`src/rtl/tlc_pkg.sv`:
```
// Shared definitions for the intersection controller: state codes, lamp
// codes, timer duration selectors and the state-to-lamp decode.
package tlc_pkg;

  typedef enum logic [2:0] {
    ST_AR1   = 3'd0,
    ST_NSG   = 3'd1,
    ST_NSY   = 3'd2,
    ST_AR2   = 3'd3,
    ST_EWG   = 3'd4,
    ST_EWY   = 3'd5,
    ST_FLASH = 3'd6
  } tlc_state_e;

  // Which phase length the timer should terminate on
  typedef enum logic [2:0] {
    DUR_GREEN  = 3'd0,
    DUR_YELLOW = 3'd1,
    DUR_ALLRED = 3'd2,
    DUR_PED    = 3'd3,
    DUR_FLASH  = 3'd4
  } dur_sel_e;

  // Lamp codes, bit order {R,Y,G}
  localparam logic [2:0] LAMP_R   = 3'b100;
  localparam logic [2:0] LAMP_Y   = 3'b010;
  localparam logic [2:0] LAMP_G   = 3'b001;
  localparam logic [2:0] LAMP_OFF = 3'b000;

  typedef struct packed {
    logic [2:0] ns;
    logic [2:0] ew;
  } lamps_t;

  function automatic logic is_allred(input tlc_state_e st);
    return (st == ST_AR1) || (st == ST_AR2);
  endfunction

  // Both directions default to red; only the served direction changes,
  // except in FLASH where both blink yellow together.
  function automatic lamps_t decode_lamps(input tlc_state_e st, input logic blink);
    lamps_t l;
    l.ns = LAMP_R;
    l.ew = LAMP_R;
    case (st)
      ST_NSG:   l.ns = LAMP_G;
      ST_NSY:   l.ns = LAMP_Y;
      ST_EWG:   l.ew = LAMP_G;
      ST_EWY:   l.ew = LAMP_Y;
      ST_FLASH: begin
        l.ns = blink ? LAMP_Y : LAMP_OFF;
        l.ew = blink ? LAMP_Y : LAMP_OFF;
      end
      default:  ;
    endcase
    return l;
  endfunction

endpackage

```
`src/rtl/tlc_phase_timer.sv`:
```
// Phase timer: counts cycles spent in the current phase and flags the last
// cycle of the selected duration. clr restarts the count at 0.
module tlc_phase_timer
  import tlc_pkg::*;
#(
  parameter int CW       = 4,
  parameter int GREEN_T  = 8,
  parameter int YELLOW_T = 3,
  parameter int ALLRED_T = 2,
  parameter int PED_T    = 6,
  parameter int FLASH_T  = 4
) (
  input  logic          ck,
  input  logic          rs,
  input  logic          clr,
  input  dur_sel_e      dur,
  output logic [CW-1:0] count,
  output logic          tc
);

  // Every duration's last count (duration-1) must be representable in CW bits
  localparam bit DURS_OK =
    (GREEN_T  >= 1) && (GREEN_T  <= (1 << CW)) &&
    (YELLOW_T >= 1) && (YELLOW_T <= (1 << CW)) &&
    (ALLRED_T >= 1) && (ALLRED_T <= (1 << CW)) &&
    (PED_T    >= 1) && (PED_T    <= (1 << CW)) &&
    (FLASH_T  >= 1) && (FLASH_T  <= (1 << CW));

  if (!DURS_OK) begin : g_bad_durations
    $error("tlc_phase_timer: every duration must lie in 1..2**CW");
  end

  localparam logic [CW-1:0] TC_GREEN  = CW'(GREEN_T - 1);
  localparam logic [CW-1:0] TC_YELLOW = CW'(YELLOW_T - 1);
  localparam logic [CW-1:0] TC_ALLRED = CW'(ALLRED_T - 1);
  localparam logic [CW-1:0] TC_PED    = CW'(PED_T - 1);
  localparam logic [CW-1:0] TC_FLASH  = CW'(FLASH_T - 1);

  logic [CW-1:0] count_q, count_d;
  logic [CW-1:0] tc_val;

  // Pick the terminal count of the phase being timed
  always_comb begin
    tc_val = TC_ALLRED;
    case (dur)
      DUR_GREEN:  tc_val = TC_GREEN;
      DUR_YELLOW: tc_val = TC_YELLOW;
      DUR_ALLRED: tc_val = TC_ALLRED;
      DUR_PED:    tc_val = TC_PED;
      DUR_FLASH:  tc_val = TC_FLASH;
      default:    tc_val = TC_ALLRED;
    endcase
  end

  // Advance every cycle, restart on clr
  always_comb begin
    count_d = count_q + 1'b1;
    if (clr) begin
      count_d = '0;
    end
  end

  // Counter register
  always_ff @(posedge ck) begin
    if (rs) begin
      count_q <= '0;
    end else begin
      count_q <= count_d;
    end
  end

  assign count = count_q;
  assign tc    = (count_q == tc_val);

endmodule

```
`src/rtl/tlc_intersection.sv`:
```
// Two-way intersection controller with pedestrian all-red service and a
// night-time flashing-yellow mode.
module tlc_intersection
  import tlc_pkg::*;
#(
  parameter int CW       = 4,
  parameter int GREEN_T  = 8,
  parameter int YELLOW_T = 3,
  parameter int ALLRED_T = 2,
  parameter int PED_T    = 6,
  parameter int FLASH_T  = 4
) (
  input  logic          ck,
  input  logic          rs,
  input  logic          ped_req,
  input  logic          night,
  output logic [2:0]    light_ns,
  output logic [2:0]    light_ew,
  output logic          walk,
  output logic [2:0]    state,
  output logic [CW-1:0] counter
);

  tlc_state_e    state_q, state_d;
  logic          pend_q, pend_d;    // pedestrian request waiting for an all-red
  logic          serve_q, serve_d;  // current all-red is serving a crossing
  logic          blink_q, blink_d;  // flashing-mode lamp phase
  logic          clr;
  logic          tc;
  dur_sel_e      dur;
  logic [CW-1:0] count;
  lamps_t        lamps;

  // Duration the timer should apply to the current state
  always_comb begin
    dur = DUR_ALLRED;
    case (state_q)
      ST_AR1, ST_AR2: dur = serve_q ? DUR_PED : DUR_ALLRED;
      ST_NSG, ST_EWG: dur = DUR_GREEN;
      ST_NSY, ST_EWY: dur = DUR_YELLOW;
      ST_FLASH:       dur = DUR_FLASH;
      default:        dur = DUR_ALLRED;
    endcase
  end

  tlc_phase_timer #(
    .CW       (CW),
    .GREEN_T  (GREEN_T),
    .YELLOW_T (YELLOW_T),
    .ALLRED_T (ALLRED_T),
    .PED_T    (PED_T),
    .FLASH_T  (FLASH_T)
  ) u_timer (
    .ck    (ck),
    .rs    (rs),
    .clr   (clr),
    .dur   (dur),
    .count (count),
    .tc    (tc)
  );

  // Next state, pedestrian bookkeeping, blink phase and timer restart
  always_comb begin
    state_d = state_q;
    pend_d  = pend_q | ped_req;
    serve_d = serve_q;
    blink_d = blink_q;
    clr     = 1'b0;

    case (state_q)
      ST_AR1:   if (tc) state_d = night ? ST_FLASH : ST_NSG;
      ST_NSG:   if (night || tc) state_d = ST_NSY;
      ST_NSY:   if (tc) state_d = ST_AR2;
      ST_AR2:   if (tc) state_d = night ? ST_FLASH : ST_EWG;
      ST_EWG:   if (night || tc) state_d = ST_EWY;
      ST_EWY:   if (tc) state_d = ST_AR1;
      ST_FLASH: begin
        if (!night) begin
          state_d = ST_AR1;
        end else if (tc) begin
          // blink half-period elapsed: wrap the counter, stay in FLASH
          clr     = 1'b1;
          blink_d = ~blink_q;
        end
      end
      default:  state_d = ST_AR1;
    endcase

    if (state_d != state_q) begin
      clr     = 1'b1;
      serve_d = 1'b0;
      // An all-red entered with a request outstanding (including one arriving
      // this very cycle) serves the crossing; a request on the entry cycle
      // also stays pending for the next all-red.
      if (is_allred(state_d)) begin
        serve_d = pend_q | ped_req;
        pend_d  = ped_req;
      end
      if (state_d == ST_FLASH) begin
        pend_d  = ped_req;
        blink_d = 1'b1;
      end
    end
  end

  // State registers
  always_ff @(posedge ck) begin
    if (rs) begin
      state_q <= ST_AR1;
      pend_q  <= 1'b0;
      serve_q <= 1'b0;
      blink_q <= 1'b1;
    end else begin
      state_q <= state_d;
      pend_q  <= pend_d;
      serve_q <= serve_d;
      blink_q <= blink_d;
    end
  end

  // Outputs decode straight from registered state; reset forces all-red
  assign lamps    = decode_lamps(state_q, blink_q);
  assign light_ns = rs ? LAMP_R : lamps.ns;
  assign light_ew = rs ? LAMP_R : lamps.ew;
  assign walk     = ~rs & serve_q & is_allred(state_q);
  assign state    = state_q;
  assign counter  = count;

endmodule

```
`config.mk`:
```
export PLATFORM = sky130hd
export DESIGN_NAME = tlc_intersection
export DESIGN_NICKNAME = d
export VERILOG_FILES = /design/src/rtl/tlc_pkg.sv /design/src/rtl/tlc_phase_timer.sv /design/src/rtl/tlc_intersection.sv
export SDC_FILE = /design/constraint.sdc
export NUM_CORES = 1
export LEC_CHECK = 0
export BUFFER_PORTS_ARGS = -buffer_cell sky130_fd_sc_hd__buf_4
export CAP_MARGIN = 20
export CORE_MARGIN = 2
export CORE_UTILIZATION = 55
export CTS_BUF_LIST = sky130_fd_sc_hd__clkbuf_4 sky130_fd_sc_hd__clkbuf_8
export DETAILED_ROUTE_END_ITERATION = 10
export PLACE_DENSITY = 0.8
export SETUP_SLACK_MARGIN = 0.1
export SLEW_MARGIN = 15
export SYNTH_ARGS = -nofsm -noshare
export SYNTH_HDL_FRONTEND = slang
export SYNTH_SLANG_ARGS = --single-unit
```
`constraint.sdc`:
```
create_clock -name ck -period 2.3 [get_ports ck]
set_clock_uncertainty 0.15 [all_clocks]
set_input_delay 0.46 -clock ck [delete_from_list [all_inputs] [get_ports ck]]
set_output_delay 0.46 -clock ck [all_outputs]
set_load 0.02 [all_outputs]
```
==> flow_summary.toml, run 1 <==
[detailed_routing]
drc = 0
ant_nets = 0
drtPass1Iterations = 4
drt_wl_total_mm = 2.199
routed-via-count = 903
wl_per_cell_um = 14.76
routed_via_density = 6.060
drt_iter0_markers = 29

[sta]
drv_slew = 0
fin_crit_sh = 0.9198
fmax_mhz = 472.7
final_hold_viol_count = 0
worst-slew-pin-transition_ns = 0.3814
tns_ns = 0
fin_crit_ns = 2.116
rsz0062_at_grt = "false"
setup_viol = 0
slew_headroom = 0.7435

[global_route]
grt_usage = 0.2493
antenna_found_initial = 0
overflow = 0
grt_pass1_wl_mm = 3.532
grt_max_degree = 18
grt_pass1_vias = 808

[floorplanning]
io-pin-count = 18
die_x_um = 43.13
die_area_um2 = 1860
start_util = 0.5723
rows = 14
die_h_um = 43.13
core_um2 = 1471

[power]
pwr-share-clk = 0.117
combPwrFrac = 0.652
pwr-share-seq = 0.231
pwr_density_cell_nw_per_um2 = 1349
p_leak_nw = 0.4320
irDropWorstVdd_mv = 0.8848
switching_share = 0.4726
internal_power_uw = 757.6
power_switching_uw = 678.9

[synthesis]
ys.flop_type = "dfxtp_1"
avgSynthCellArea_um2 = 7.518
syn_nets = 117
yosys_warnings = 0
ys_ff_latch = 10
synthArstFlopShare = 0
yosys.cell_types.count = 43
yosysSeqAreaShare = 0.2377
synth_area_um2 = 842.1
netlist_instances = 112
synth_edf_count = 0

[worst_hold_path]
hold_path_class = "in2reg"
whs_path_depth = 3

[layout]
final_cell_mix = "24 x buf_4, 13 x nor2_1, 9 x nand2_1, 7 x dfxtp_1"
diodes = 0
area_delta_synth_final_pct = 26.45
nNetsFinal = 139
drive_gt1_frac = 0.3083
final_common_cell = "buf_4"
fill_cells = 116
fin_cells = 149

[placed_design]
dp_hpwl_mm = 1.585
portBuffers = 17
place_inst = 145
gp_congestion = 0.8894

[clock_tree]
clk_pin_slew_ns = 0.09
cts_setup_buffers = 0
cts_buffers = 3
cts_max_path_buffers = 2
clk_latency_ns = 0.28
cts_tree = "done"
clock-sinks = 10
h-tree-depth = 1
cts-root-buf = "clkbuf_4"

[worst_setup_path]
ff2ff_path_depth = 6
end_kind = "output port"
critPathMaxFanout = 11
worstSetupPathType = "reg2out"
cp.arrival_ns = 1.51
required_ns = 1.69
setup.worst_path.start_class = "flip-flop"

[status]
status = "finished clean"

[run]
maxCapViolCount = 0
==> critical path, stage by stage (launching register included) <==
cell and delay [ns]:
dfxtp_4 0.38, buf_4 0.18, nor2b_1 0.15, buf_4 0.14
nor4_2 0.20, buf_4 0.18
==> cells by family after synthesis <==
logic type,after synthesis,share of synthesized area
and+or+nand+nor,54,0.3507
muxes,2,0.02526
adders and majority gates,1,0.01486
buffers and inverters,10,0.07131
DFF,10,0.2377
AOI/OAI and AO/OA,29,0.2288
xor gates and xnor gates,6,0.07134
==> registers in the layout, indices dropped and copies added, names as in the netlist <==
| signal | count |
|---|---|
| u_timer.count | 4 |
| state | 3 |
| blink_q | 1 |
| pend_q | 1 |
| serve_q | 1 |
==> through the flow <==
step	setup WS [ns]	hold WS, ns	utilization	power (mW)	area (µm²)
after floorplan	0.09668	0.3620	-	0.9723	848.3
after global placement	0.1909	0.3608	0.6794	1.186	999.7
after detailed placement	0.1423	0.3683	0.6794	1.204	999.7
after CTS	0.1135	0.3484	0.7049	1.372	1037
after global routing	0.09581	0.3666	0.7236	1.557	1065
final	0.1844	0.3530	0.7236	1.436	1065
==> path summary, 6_finish.rpt <==
kind,startpoint,to,slack [ns]
hold reg to reg,u_timer.count[0],u_timer.count[0],0.38
setup / recovery,state[1],walk,0.18
setup reg to reg,state[0],serve_q,0.21
hold / removal,night,state[0],0.35
==> layer usage <==
| metal | part of all wire | GRT usage |
|---|---|---|
| met5 | 0 | 0 |
| met4 | 0.010 | 0.07879 |
| met3 | 0.067 | 0.05957 |
| met2 | 0.50 | 0.4030 |
| met1 | 0.43 | 0.3246 |
==> layout make-up <==
| cell class | instances | area, µm² | area share |
|---|---|---|---|
| clock buffer | 4 | 36.28 | 0.03408 |
| inverter | 3 | 11.26 | 0.01058 |
| multi-input combinational | 92 | 608.1 | 0.5711 |
| sequential | 10 | 209.0 | 0.1962 |
| tap | 16 | 20.02 | 0.01880 |
| timing repair buffer | 24 | 180.2 | 0.1692 |
==> timing repair <==
| item | CTS | global route |
|---|---|---|
| setup endpoints to repair | 1 | 12 |
| pin swaps | 0 | 0 |
| gates resized for setup | 1 | 7 |
| hold endpoints to repair | 0 | 0 |
| hold buffers | 0 | 0 |
==> power by group through the flow <==
stage               Clock, mW  Combinational [mW]  Sequential (mW)
finish                  0.168               0.937            0.331
global route            0.179                1.03            0.349
CTS                     0.166               0.890            0.315
detailed placement          0               0.886            0.317
global placement            0               0.872            0.314
floorplan                   0               0.637            0.335
==> cell usage after synthesis (all sizes together), types with 2 or more instances <==
master / count / area, µm²
xnor2: 3 / 26.28
a21o: 2 / 15.01
nor3: 5 / 30.03
nand3: 6 / 30.03
nand2: 9 / 33.78
o21ai: 6 / 30.03
buf: 4 / 37.53
or3: 2 / 12.51
inv: 3 / 11.26
a31oi: 2 / 12.51
nor4: 2 / 12.51
or4b: 3 / 30.03
a21oi: 6 / 30.03
clkbuf: 3 / 11.26
dfxtp: 10 / 200.2
o31ai: 3 / 22.52
nor2b: 3 / 18.77
xor2: 3 / 33.79
o21a: 2 / 15.01
nand2b: 4 / 25.02
nor2: 13 / 48.80
Note: power is estimated with default switching activity, not from simulation.
==> run 2, diff against run 1 <==
BUFFER_PORTS_ARGS = default   (was -buffer_cell sky130_fd_sc_hd__buf_4)
CORE_UTILIZATION = 64   (was 55)
DONT_BUFFER_PORTS = 1   (was default)
==> run 2 against run 1 <==
Against the previous run:
- sequential power fell by 8.5%
- sequential share of layout area rose by 0.75 points
- via count fell by 3.2%
- worst setup slack got worse by 0.050 ns
- register-to-register slack got worse by 0.08 ns
- flip-flop and latch count did not move
- utilization rose by 6.5 points
- maximum frequency fell by 2.3%
- cell count fell by 5.4%
- critical endpoint is now serve_q
- largest cell class unchanged
- largest power group unchanged
- highest routed layer unchanged
==> flow_summary.toml, run 2 (synthesized netlist as in run 1, its figures left out) <==
[layout]
design_area_um2 = 1001
nNetsFinal = 132
largest_register_ffs = 4
final_common_cell = "buf_4"
diodes = 0
drive_gt1_frac = 0.2857
fin_cells = 141
fill_cells = 90
area_delta_synth_final_pct = 18.87
final_cell_mix = "17 x buf_4, 13 x nor2_1, 9 x nand2_1, 7 x dfxtp_1"

[sta]
drv_slew = 0
fmax_mhz = 461.7
slew_headroom = 0.7076
setup_viol = 0
fin_crit_ns = 2.166
fin_crit_sh = 0.9418
final_hold_viol_count = 0
rsz0062_at_grt = "true"
worst-slew-pin-transition_ns = 0.4380
tns_ns = 0

[global_route]
grt_pass1_vias = 753
grt_usage = 0.3077
antenna_found_initial = 0
grt_pass1_wl_mm = 3.174
overflow = 0
grt_max_degree = 15

[clock_tree]
cts_tree = "done"
cts_buffers = 3
cts_setup_buffers = 0
cts-root-buf = "clkbuf_4"
hold_buffers = 0
clock-sinks = 10
h-tree-depth = 1
clk_latency_ns = 0.27
cts_max_path_buffers = 2
clk_pin_slew_ns = 0.07

[detailed_routing]
ant_nets = 0
routed_via_density = 6.199
wl_per_cell_um = 15.65
drtPass1Iterations = 4
routed-via-count = 874
drt_wl_total_mm = 2.206
drt_iter0_markers = 41
drc = 0

[placed_design]
gp_congestion = 0.9255
dpl_cell_area_um2 = 945.9
dp_hpwl_mm = 1.619
place_inst = 137
portBuffers = 0

[power]
pwr_density_cell_nw_per_um2 = 1395
p_leak_nw = 0.3947
pwr-share-clk = 0.114
internal_power_uw = 731.7
combPwrFrac = 0.669
power_switching_uw = 665.0
irDropWorstVdd_mv = 0.6905
pwr-share-seq = 0.217
switching_share = 0.4761

[worst_setup_path]
end_kind = "flip-flop"
worstSetupPathType = "reg2reg"
reg2reg_from = "state[1]"
cp.arrival_ns = 2.17
reg2reg_slack_ns = 0.13
ff2ff_path_depth = 7
setup.worst_path.start_class = "flip-flop"
critPathMaxFanout = 8
r2r-end = "serve_q"
required_ns = 2.30

[worst_hold_path]
min_to = "blink_q"
hold_path_class = "in2reg"
worstHoldStart = "rs"
whs_path_depth = 2

[floorplanning]
start_util = 0.6637
core_um2 = 1269
rows = 13
die_x_um = 40.27
die_area_um2 = 1622
die_h_um = 40.27
io-pin-count = 18

[status]
status = "finished clean"

[run]
maxCapViolCount = 0
run 2: cell count changes in the layout (fill, tap and decap cells not counted), sizes merged:
cell / previous run / this run
buf: 24 / 17
run 2: cell type report:
type	count	area, µm²	area share
flip-flops and latches	10	203.9	0.2038
inverters	3	11.26	0.01125
repair buffers	17	127.6	0.1275
clock buffers	4	36.28	0.03625
multi-input cells	92	603.1	0.6025
well taps	15	18.77	0.01875
run 2: how the worst max path moves through the flow:
stage,depth (start not counted),slack [ns],from,endpoint
after floorplan,4,0.1,state[2],light_ew[1]
after detailed placement,7,0.18,state[1],serve_q
after CTS,5,0.14,state[1],light_ew[1]
after global placement,7,0.21,state[1],serve_q
final,7,0.13,state[1],serve_q
after global routing,7,-0.02,state[1],serve_q
run 2: per-stage QoR:
stage	utilization	setup slack (ns)	total power [mW]	hold slack, ns
finish	0.7890	0.1339	1.397	0.1592
global route	0.7890	-0.02153	1.515	0.1513
CTS	0.7751	0.1404	1.359	0.1541
detailed placement	0.7456	0.1762	1.187	0.4213
global placement	0.7456	0.2138	1.162	0.3945
floorplan	-	0.09668	0.9723	0.3620
run 2: power groups by stage:
stage / Combinational (mW) / Clock, mW / Sequential (mW)
detailed placement: 0.890 / 0 / 0.297
floorplan: 0.637 / 0 / 0.335
finish: 0.934 / 0.160 / 0.303
CTS: 0.898 / 0.166 / 0.295
global route: 1.03 / 0.177 / 0.312
global placement: 0.869 / 0 / 0.294
run 2: metal layers:
| layer | share of wire | global-route usage |
|---|---|---|
| met4 | 0.029 | 0.1500 |
| met3 | 0.097 | 0.1000 |
| met5 | 0 | 0 |
| met1 | 0.41 | 0.3645 |
| met2 | 0.46 | 0.4960 |
run 2: repair_timing:
item / CTS / global route
endpoints found under the hold margin: 0 / 0
setup endpoints to repair: 1 / 7
pin swaps: 0 / 3
resized for setup: 1 / 6
cloned: 0 / 0
run 2: critical path, stage by stage, from the launching register on:
cell	delay [ns]
dfxtp_2	0.39
buf_4	0.15
nand2b_1	0.08
o21ai_0	0.27
a31oi_2	0.19
or4b_1	0.52
a31oi_1	0.20
a22oi_1	0.10
